**src/rtl/alu_ctrl_pkg.sv**
```systemverilog
// Shared definitions for the ALU command controller: default widths,
// frame command codes and the controller state encoding.
package alu_ctrl_pkg;

  localparam int DATA_WIDTH_DEF   = 8;
  localparam int FUN_WIDTH_DEF    = 4;
  localparam int RESP_TIMEOUT_DEF = 4;

  localparam logic [7:0] CMD_ALU_OPS  = 8'hCC;
  localparam logic [7:0] CMD_ALU_NOOP = 8'hDD;

  typedef enum logic [2:0] {
    ST_IDLE,
    ST_GET_A,
    ST_GET_B,
    ST_GET_FUN,
    ST_EXEC,
    ST_WAIT_RES,
    ST_SEND_LO,
    ST_SEND_HI
  } ctrl_state_t;

endpackage

```
**src/rtl/alu_cmd_ctrl.sv**
```systemverilog
// Parses RX command frames, fires one ALU operation, waits (bounded) for the
// registered result and returns it low byte first over the TX valid/busy link.
//
// state       | meaning
// ST_IDLE     | waiting for a command byte
// ST_GET_A    | waiting for operand A
// ST_GET_B    | waiting for operand B
// ST_GET_FUN  | waiting for the function byte
// ST_EXEC     | ALU_EN high for this single cycle
// ST_WAIT_RES | waiting for ALU_valid, bounded by the timeout counter
// ST_SEND_LO  | offering result low byte
// ST_SEND_HI  | offering result high byte
module alu_cmd_ctrl
  import alu_ctrl_pkg::*;
#(
  parameter int DATA_WIDTH   = DATA_WIDTH_DEF,
  parameter int OUT_WIDTH    = 2*DATA_WIDTH,
  parameter int FUN_WIDTH    = FUN_WIDTH_DEF,
  parameter int RESP_TIMEOUT = RESP_TIMEOUT_DEF
) (
  input  logic                  CLK,
  input  logic                  Reset,
  input  logic [DATA_WIDTH-1:0] RX_data,
  input  logic                  RX_valid,
  output logic                  ALU_EN,
  output logic [DATA_WIDTH-1:0] ALU_A,
  output logic [DATA_WIDTH-1:0] ALU_B,
  output logic [FUN_WIDTH-1:0]  ALU_FUN,
  input  logic [OUT_WIDTH-1:0]  ALU_out,
  input  logic                  ALU_valid,
  output logic [DATA_WIDTH-1:0] TX_data,
  output logic                  TX_valid,
  input  logic                  TX_busy,
  output logic                  cmd_err
);

  localparam int CNT_W = $clog2(RESP_TIMEOUT + 1);

  ctrl_state_t           state, state_nxt;
  logic [DATA_WIDTH-1:0] reg_a, reg_b;
  logic [FUN_WIDTH-1:0]  reg_fun;
  logic [OUT_WIDTH-1:0]  res;
  logic [CNT_W-1:0]      tmo_cnt;
  logic                  ld_a, ld_b, ld_fun, ld_res, err;
  logic                  is_ops, is_noop;

  assign is_ops  = (RX_data == DATA_WIDTH'(CMD_ALU_OPS));
  assign is_noop = (RX_data == DATA_WIDTH'(CMD_ALU_NOOP));

  always_ff @(posedge CLK or posedge Reset) begin
    if (Reset) begin
      state   <= ST_IDLE;
      reg_a   <= '0;
      reg_b   <= '0;
      reg_fun <= '0;
      res     <= '0;
      tmo_cnt <= '0;
    end else begin
      state <= state_nxt;
      if (ld_a)   reg_a   <= RX_data;
      if (ld_b)   reg_b   <= RX_data;
      if (ld_fun) reg_fun <= RX_data[FUN_WIDTH-1:0];
      if (ld_res) res     <= ALU_out;
      // Down-counter loaded while in EXEC so WAIT_RES starts from a full budget.
      if (state == ST_EXEC)
        tmo_cnt <= CNT_W'(RESP_TIMEOUT - 1);
      else if (state == ST_WAIT_RES && tmo_cnt != '0)
        tmo_cnt <= tmo_cnt - 1'b1;
    end
  end

  always_comb begin
    state_nxt = state;
    ld_a      = 1'b0;
    ld_b      = 1'b0;
    ld_fun    = 1'b0;
    ld_res    = 1'b0;
    err       = 1'b0;
    ALU_EN    = 1'b0;
    TX_valid  = 1'b0;
    case (state)
      ST_IDLE: begin
        if (RX_valid) begin
          if (is_ops)       state_nxt = ST_GET_A;
          else if (is_noop) state_nxt = ST_GET_FUN;
          else              err       = 1'b1;
        end
      end
      ST_GET_A: begin
        if (RX_valid) begin
          ld_a      = 1'b1;
          state_nxt = ST_GET_B;
        end
      end
      ST_GET_B: begin
        if (RX_valid) begin
          ld_b      = 1'b1;
          state_nxt = ST_GET_FUN;
        end
      end
      ST_GET_FUN: begin
        if (RX_valid) begin
          ld_fun    = 1'b1;
          state_nxt = ST_EXEC;
        end
      end
      ST_EXEC: begin
        ALU_EN    = 1'b1;
        err       = RX_valid;
        state_nxt = ST_WAIT_RES;
      end
      ST_WAIT_RES: begin
        err = RX_valid;
        if (ALU_valid) begin
          ld_res    = 1'b1;
          state_nxt = ST_SEND_LO;
        end else if (tmo_cnt == '0) begin
          err       = 1'b1;
          state_nxt = ST_IDLE;
        end
      end
      ST_SEND_LO: begin
        TX_valid = 1'b1;
        err      = RX_valid;
        if (!TX_busy) state_nxt = ST_SEND_HI;
      end
      ST_SEND_HI: begin
        TX_valid = 1'b1;
        err      = RX_valid;
        if (!TX_busy) state_nxt = ST_IDLE;
      end
      default: state_nxt = ST_IDLE;
    endcase
  end

  // Gated so an RX strobe during reset cannot leak an error pulse.
  assign cmd_err = err & ~Reset;

  assign ALU_A   = reg_a;
  assign ALU_B   = reg_b;
  assign ALU_FUN = reg_fun;
  assign TX_data = (state == ST_SEND_HI) ? res[OUT_WIDTH-1:DATA_WIDTH]
                                         : res[DATA_WIDTH-1:0];

endmodule

```
**config.mk**
```make
export PLATFORM = sky130hd
export DESIGN_NAME = alu_cmd_ctrl
export DESIGN_NICKNAME = d
export VERILOG_FILES = /design/src/rtl/alu_ctrl_pkg.sv /design/src/rtl/alu_cmd_ctrl.sv
export SDC_FILE = /design/constraint.sdc
export NUM_CORES = 1
export LEC_CHECK = 0
export ABC_AREA = 1
export CAP_MARGIN = 40
export CORE_ASPECT_RATIO = 0.5
export CORE_MARGIN = 2
export CORE_UTILIZATION = 50
export DETAILED_ROUTE_END_ITERATION = 16
export DONT_BUFFER_PORTS = 1
export PLACE_DENSITY_LB_ADDON = 0.25
export SLEW_MARGIN = 20
export SYNTH_ARGS = -nofsm -noshare
export SYNTH_HDL_FRONTEND = slang
export SYNTH_SLANG_ARGS = --single-unit
```
**constraint.sdc**
```tcl
create_clock -name CLK -period 1.8 [get_ports CLK]
set_input_delay 0.36 -clock CLK [delete_from_list [all_inputs] [get_ports CLK]]
set_output_delay 0.36 -clock CLK [all_outputs]
set_load 0.02 [all_outputs]
```
Yosys cells after proc, flatten, opt, wreduce, memory -nomap -nowiden
Index checks and enable logic that the tools add are counted.

storage, ports and cells
  flip-flop bits (word level) = 42
  latch bits = 0
  RAM bits = 0
  memory bits (read-only) = 0
  input port bits = 29
  output and inout bits = 31
  logic and storage cells = 62
  memories kept = 0

cells by class
  add/subtract/negate cells = 1
  multipliers = 0
  div/mod/pow operators = 0
  $lt $le $gt $ge = 0
  eq/ne operators = 17
  shift-type cells = 0
  multiplexer cells = 28
  bitwise operators = 2
  reductions and logical operators = 8

operators by type and width
  cell                   count
  $mux W3                12
  $pmux W3 S8            1
  $eq A8 B8 Y1 const B   2
  $mux W1                13
  $eq A3 B3 Y1 const B   4
  $ne A2 B2 Y1 const B   6
  $mux W8                1
  $reduce_and A8 Y1      1
  $eq A3 B2 Y1 const B   2
  $logic_not A3 Y1       2
  $eq A3 B1 Y1 const B   1
  $ne A3 B2 Y1 const B   1
  $ne A3 B3 Y1 const B   1
  $pmux W1 S3            1
  $reduce_bool A3 Y1     1
  $reduce_or A3 Y1       1
  $sub A3 B1 Y3 const B  1
  $reduce_bool A2 Y1     1
  $reduce_or A2 Y1       1
  $and A1 B1 Y1          1
  $logic_and A1 B1 Y1    1
  $not A1 Y1             1

Logic depth before layout (Yosys ltp)
  depth in word-level cells = 6
  depth in mapped cells = 9

Worst setup path after synthesis
No wires, ideal clock.

  path type = register -> output
  start = register state[2]
  end = output TX_data[0]
  arrival time = 1.363 ns
  data required time = 1.440 ns
  path slack = 0.077 ns
  cell stages (with the launch flop) = 5
  cell sequence = dfrtp_1 > buf_4 > nand3_1 > clkbuf_1 > o21ai_0

on the way
  cells in the longest elaborated chain, start to end = 2

ends and longest elaborated chain
  element                   line                 RTL
  start: declaration        alu_cmd_ctrl.sv:39   ctrl_state_t state, state_nxt;
  start signal: assignment  alu_cmd_ctrl.sv:59   state <= state_nxt;
  $eq A3 B3 Y1              alu_cmd_ctrl.sv:142  assign TX_data = (state == ST_SEND_HI) ? res[OUT_WIDTH-1:DATA_WIDTH]
  $mux W8                   alu_cmd_ctrl.sv:142
  end: declaration          alu_cmd_ctrl.sv:31   output logic [DATA_WIDTH-1:0] TX_data,

No other way between the ends.

Worst setup path after layout
  start = register tmo_cnt[0]
  end = output cmd_err

on the way
  cells in the longest elaborated chain, start to end = 5

ends and longest elaborated chain
  element                   line                 RTL
  start: declaration        alu_cmd_ctrl.sv:43   logic [CNT_W-1:0] tmo_cnt;
  start signal: assignment  alu_cmd_ctrl.sv:66   tmo_cnt <= CNT_W'(RESP_TIMEOUT - 1);
  start signal: assignment  alu_cmd_ctrl.sv:68   tmo_cnt <= tmo_cnt - 1'b1;
  $logic_not A3 Y1          alu_cmd_ctrl.sv:117  end else if (tmo_cnt == '0) begin
  $mux W1                   alu_cmd_ctrl.sv:117
  $mux W1                   alu_cmd_ctrl.sv:114  if (ALU_valid) begin
  $pmux W1 S3               alu_cmd_ctrl.sv:81   case (state)
  $and A1 B1 Y1             alu_cmd_ctrl.sv:137  assign cmd_err = err & ~Reset;
  end: declaration          alu_cmd_ctrl.sv:34   output logic cmd_err

No other way between the ends.

==> impl_results.md <==
- Status: complete, but fails checks
- Failing checks: negative setup slack
- DR vias/cell: 5.179
- Worst endpoint data arrival time: 1450 ps
- Residual DRC count: 0
- WS Path Type: register to output pin
- Cell internal pwr: 2.282 mW
- HPWL after detailed placement: 3.010 mm
- First-pass GRT wire length: 6.555 mm
- CP required: 1440 ps
- Routed wire per std cell: 14.50 um
- Die Y: 48.15 um
- Drt first pass iters: 4
- Num CTS Buffers: 5
- Area of the mapped netlist: 1949 sq um
- CP Cell Sequence: inv_2 -> ha_4 -> nand2_4 -> o21ai_2 -> a21oi_2 -> a21oi_1 -> buf_4
- Diodes inserted: 0
- Remaining global-route overflow: 0
- CP Max Fanout: 3
- Leakage Power: 1.183 nW
- Post-Syn Nets: 258
- Boundary pin count: 60
- Clock Power Share: 0.141
- Minimum clock period: 1805 ps
- Final wirelength: 4.363 mm
- Final worst path period share: 1.003
- Clock latency on the worst-skew pair: 280 ps
- Placed cell areas: 2073 sq um
- Gp weighted congestion: 0.8244
- Die X: 92.31 um
- Setup Viol. Count Final: 1
- Share of cells above drive strength 1: 0.2080
- Post-route cell area: 2275 sq um
- Vias in the first global route: 1457
- Synth Register Bits: 42
- Largest net degree at the start of global routing: 28
- DRT antenna net count: 0
- Most frequent cells in the layout: nand2_1 (54), dfrtp_1 (39), o21ai_0 (29)
- CTS tree: done
- Setup crit start kind: register
- Via count: 1559
- H-tree level count: 2
- Root Buffer: clkbuf_8
- Fin worst setup slack: -5.481 ps
- Post-layout nets: 281
- Sw frac: 0.4226
- FMAX: 553.9 MHz
- Hold Path Class: primary input to register
- Yosys warnings: 0
- Max-cap violations: 0
- Fin Clk Skew: 4.343 ps
- DRT iter0 DRCs: 73
- Post-synthesis sequential area ratio: 0.5392
- RSZ-0062 raised after global routing: true
- Mapped Avg Cell Area: 8.588 sq um
- Core Box Area: 3585 sq um
- Hold Worst Slack: 223.8 ps
- Starting Density: 0.5438
- Largest stage delay, worst path: 390 ps
- PD cells: 1738 nW/um^2
- CTS max path bufs: 2
- IO Port Bufs: 0
- Die footprint: 4444 sq um
- Sequential Power Share: 0.482
- Worst path slowest cell: dfrtp_1
- CTS Sinks: 42
- Hold Violations, Final: 0
- Reg clk slew, reported paths: 70 ps
- Rel. slew slack: 0.6704
- Syn-to-layout area delta: 16.69%
- Yosys cell types: 22
- Initial antenna violation count: 0
- Most common cell after layout, fill and taps aside: nand2_1
- Combinational share of power: 0.377
- Syn Inst Count: 227
- Max-slew violations: 0
- Peak supply drop: 0.8448 mV
- Sw power: 1.670 mW
- Crit path capture type: output pin
- Rows: 15
- Worst slew pin tran: 492.5 ps
- GRT Total Usage: 0.1956
## worst paths after layout
kind / from / endpoint / slack, ps / cells past startpoint
worst min-delay path: ALU_out[4] / res[4]$_DFFE_PP0P_ / 220 / 1
worst min register to register: res[10]$_DFFE_PP0P_ / res[10]$_DFFE_PP0P_ / 510 / 2
min in group asynchronous: Reset / tmo_cnt[2]$_DFFE_PP0P_ / 550 / 3
worst max register to register: state[2]$_DFFE_PP0P_ / ALU_B[3]$_DFFE_PP0P_ / 230 / 5
max in group asynchronous: Reset / state[2]$_DFFE_PP0P_ / 920 / 3
worst max-delay path: tmo_cnt[0]$_DFFE_PP0P_ / cmd_err / -5 / 7
## timing repair
action	4_1_cts	5_1_grt
gates resized for setup	9	13
hold buffers	1	0
setup buffers	0	8
hold endpoints to repair	15	0
pin swaps	0	8
setup endpoints to repair	9	9
## registers in the layout (all words and copies together), names as in the netlist
register,flops
state,3
ALU_FUN,4
ALU_A,8
res,16
ALU_B,8
tmo_cnt,3
## layout make-up
type | instances | area [sq um]
Multi-Input combinational cell | 149 | 790.8
Tap cell | 51 | 63.81
Timing Repair Buffer | 22 | 171.4
Clock buffer | 7 | 76.32
Sequential cell | 42 | 1055
Inverter | 30 | 117.6
Fill cell | 328 | 1310
## kinds of logic (layout without fill, tap and decap cells)
logic type	after synthesis	in the layout	synth area share
muxes	8	8	0.05391
AOI/OAI and AO/OA	45	45	0.1168
adders and majority gates	2	2	0.01283
buffers and inverters	36	59	0.07702
and+or+nand+nor	94	94	0.2003
DFF	42	42	0.5392
## critical path, delay by kind of cell, from the launching register on
kind	cells	cell delay, ps
adders and majority gates	1	140
DFF	1	390
AOI/OAI and AO/OA	3	340
buffers and inverters	2	240
and+or+nand+nor	1	50
## synth_stat cells, drive strengths merged
master,number,area [sq um]
clkbuf,1,3.750
o22ai,2,12.51
inv,30,112.6
nor2,26,107.6
nand4,1,6.260
nand3,5,25.02
dfrtp,42,1051
o21ai,31,155.2
nand3b,1,7.510
mux2,8,105.1
ha,2,25.02
buf,5,33.78
nand2,59,234.0
a21oi,12,60.06
nor3,2,10.01
## power by group through the flow
stage	combinational (mW)	clock [mW]	sequential, mW
after global placement	1.21	0	1.88
after CTS	1.27	0.580	1.91
after detailed placement	1.26	0	1.90
after global routing	1.68	0.614	1.96
final	1.49	0.556	1.91
after floorplan	0.965	0	1.81
## stage by stage
stage                     total power [mW]  cells  TNS (ps)  setup WS [ps]    util
after global placement               3.088    285         0          250.1  0.5784
after floorplan                      2.778    227         0          76.74       -
final                                3.952    301    -5.481         -5.481  0.6346
after global routing                 4.250    301    -169.1         -107.1  0.6346
after detailed placement             3.159    285         0          198.5  0.5784
after CTS                            3.760    293    -29.37         -29.37  0.6042
## routing by layer
layer,up-vias,global-route usage,part of all wire
met5,-,0,0
met4,0,0.04478,0.0078
met3,4,0.08655,0.10
met2,64,0.3547,0.46
met1,728,0.2259,0.43
li1,763,-,-
No activity file was read; power rests on OpenSTA's default activity.
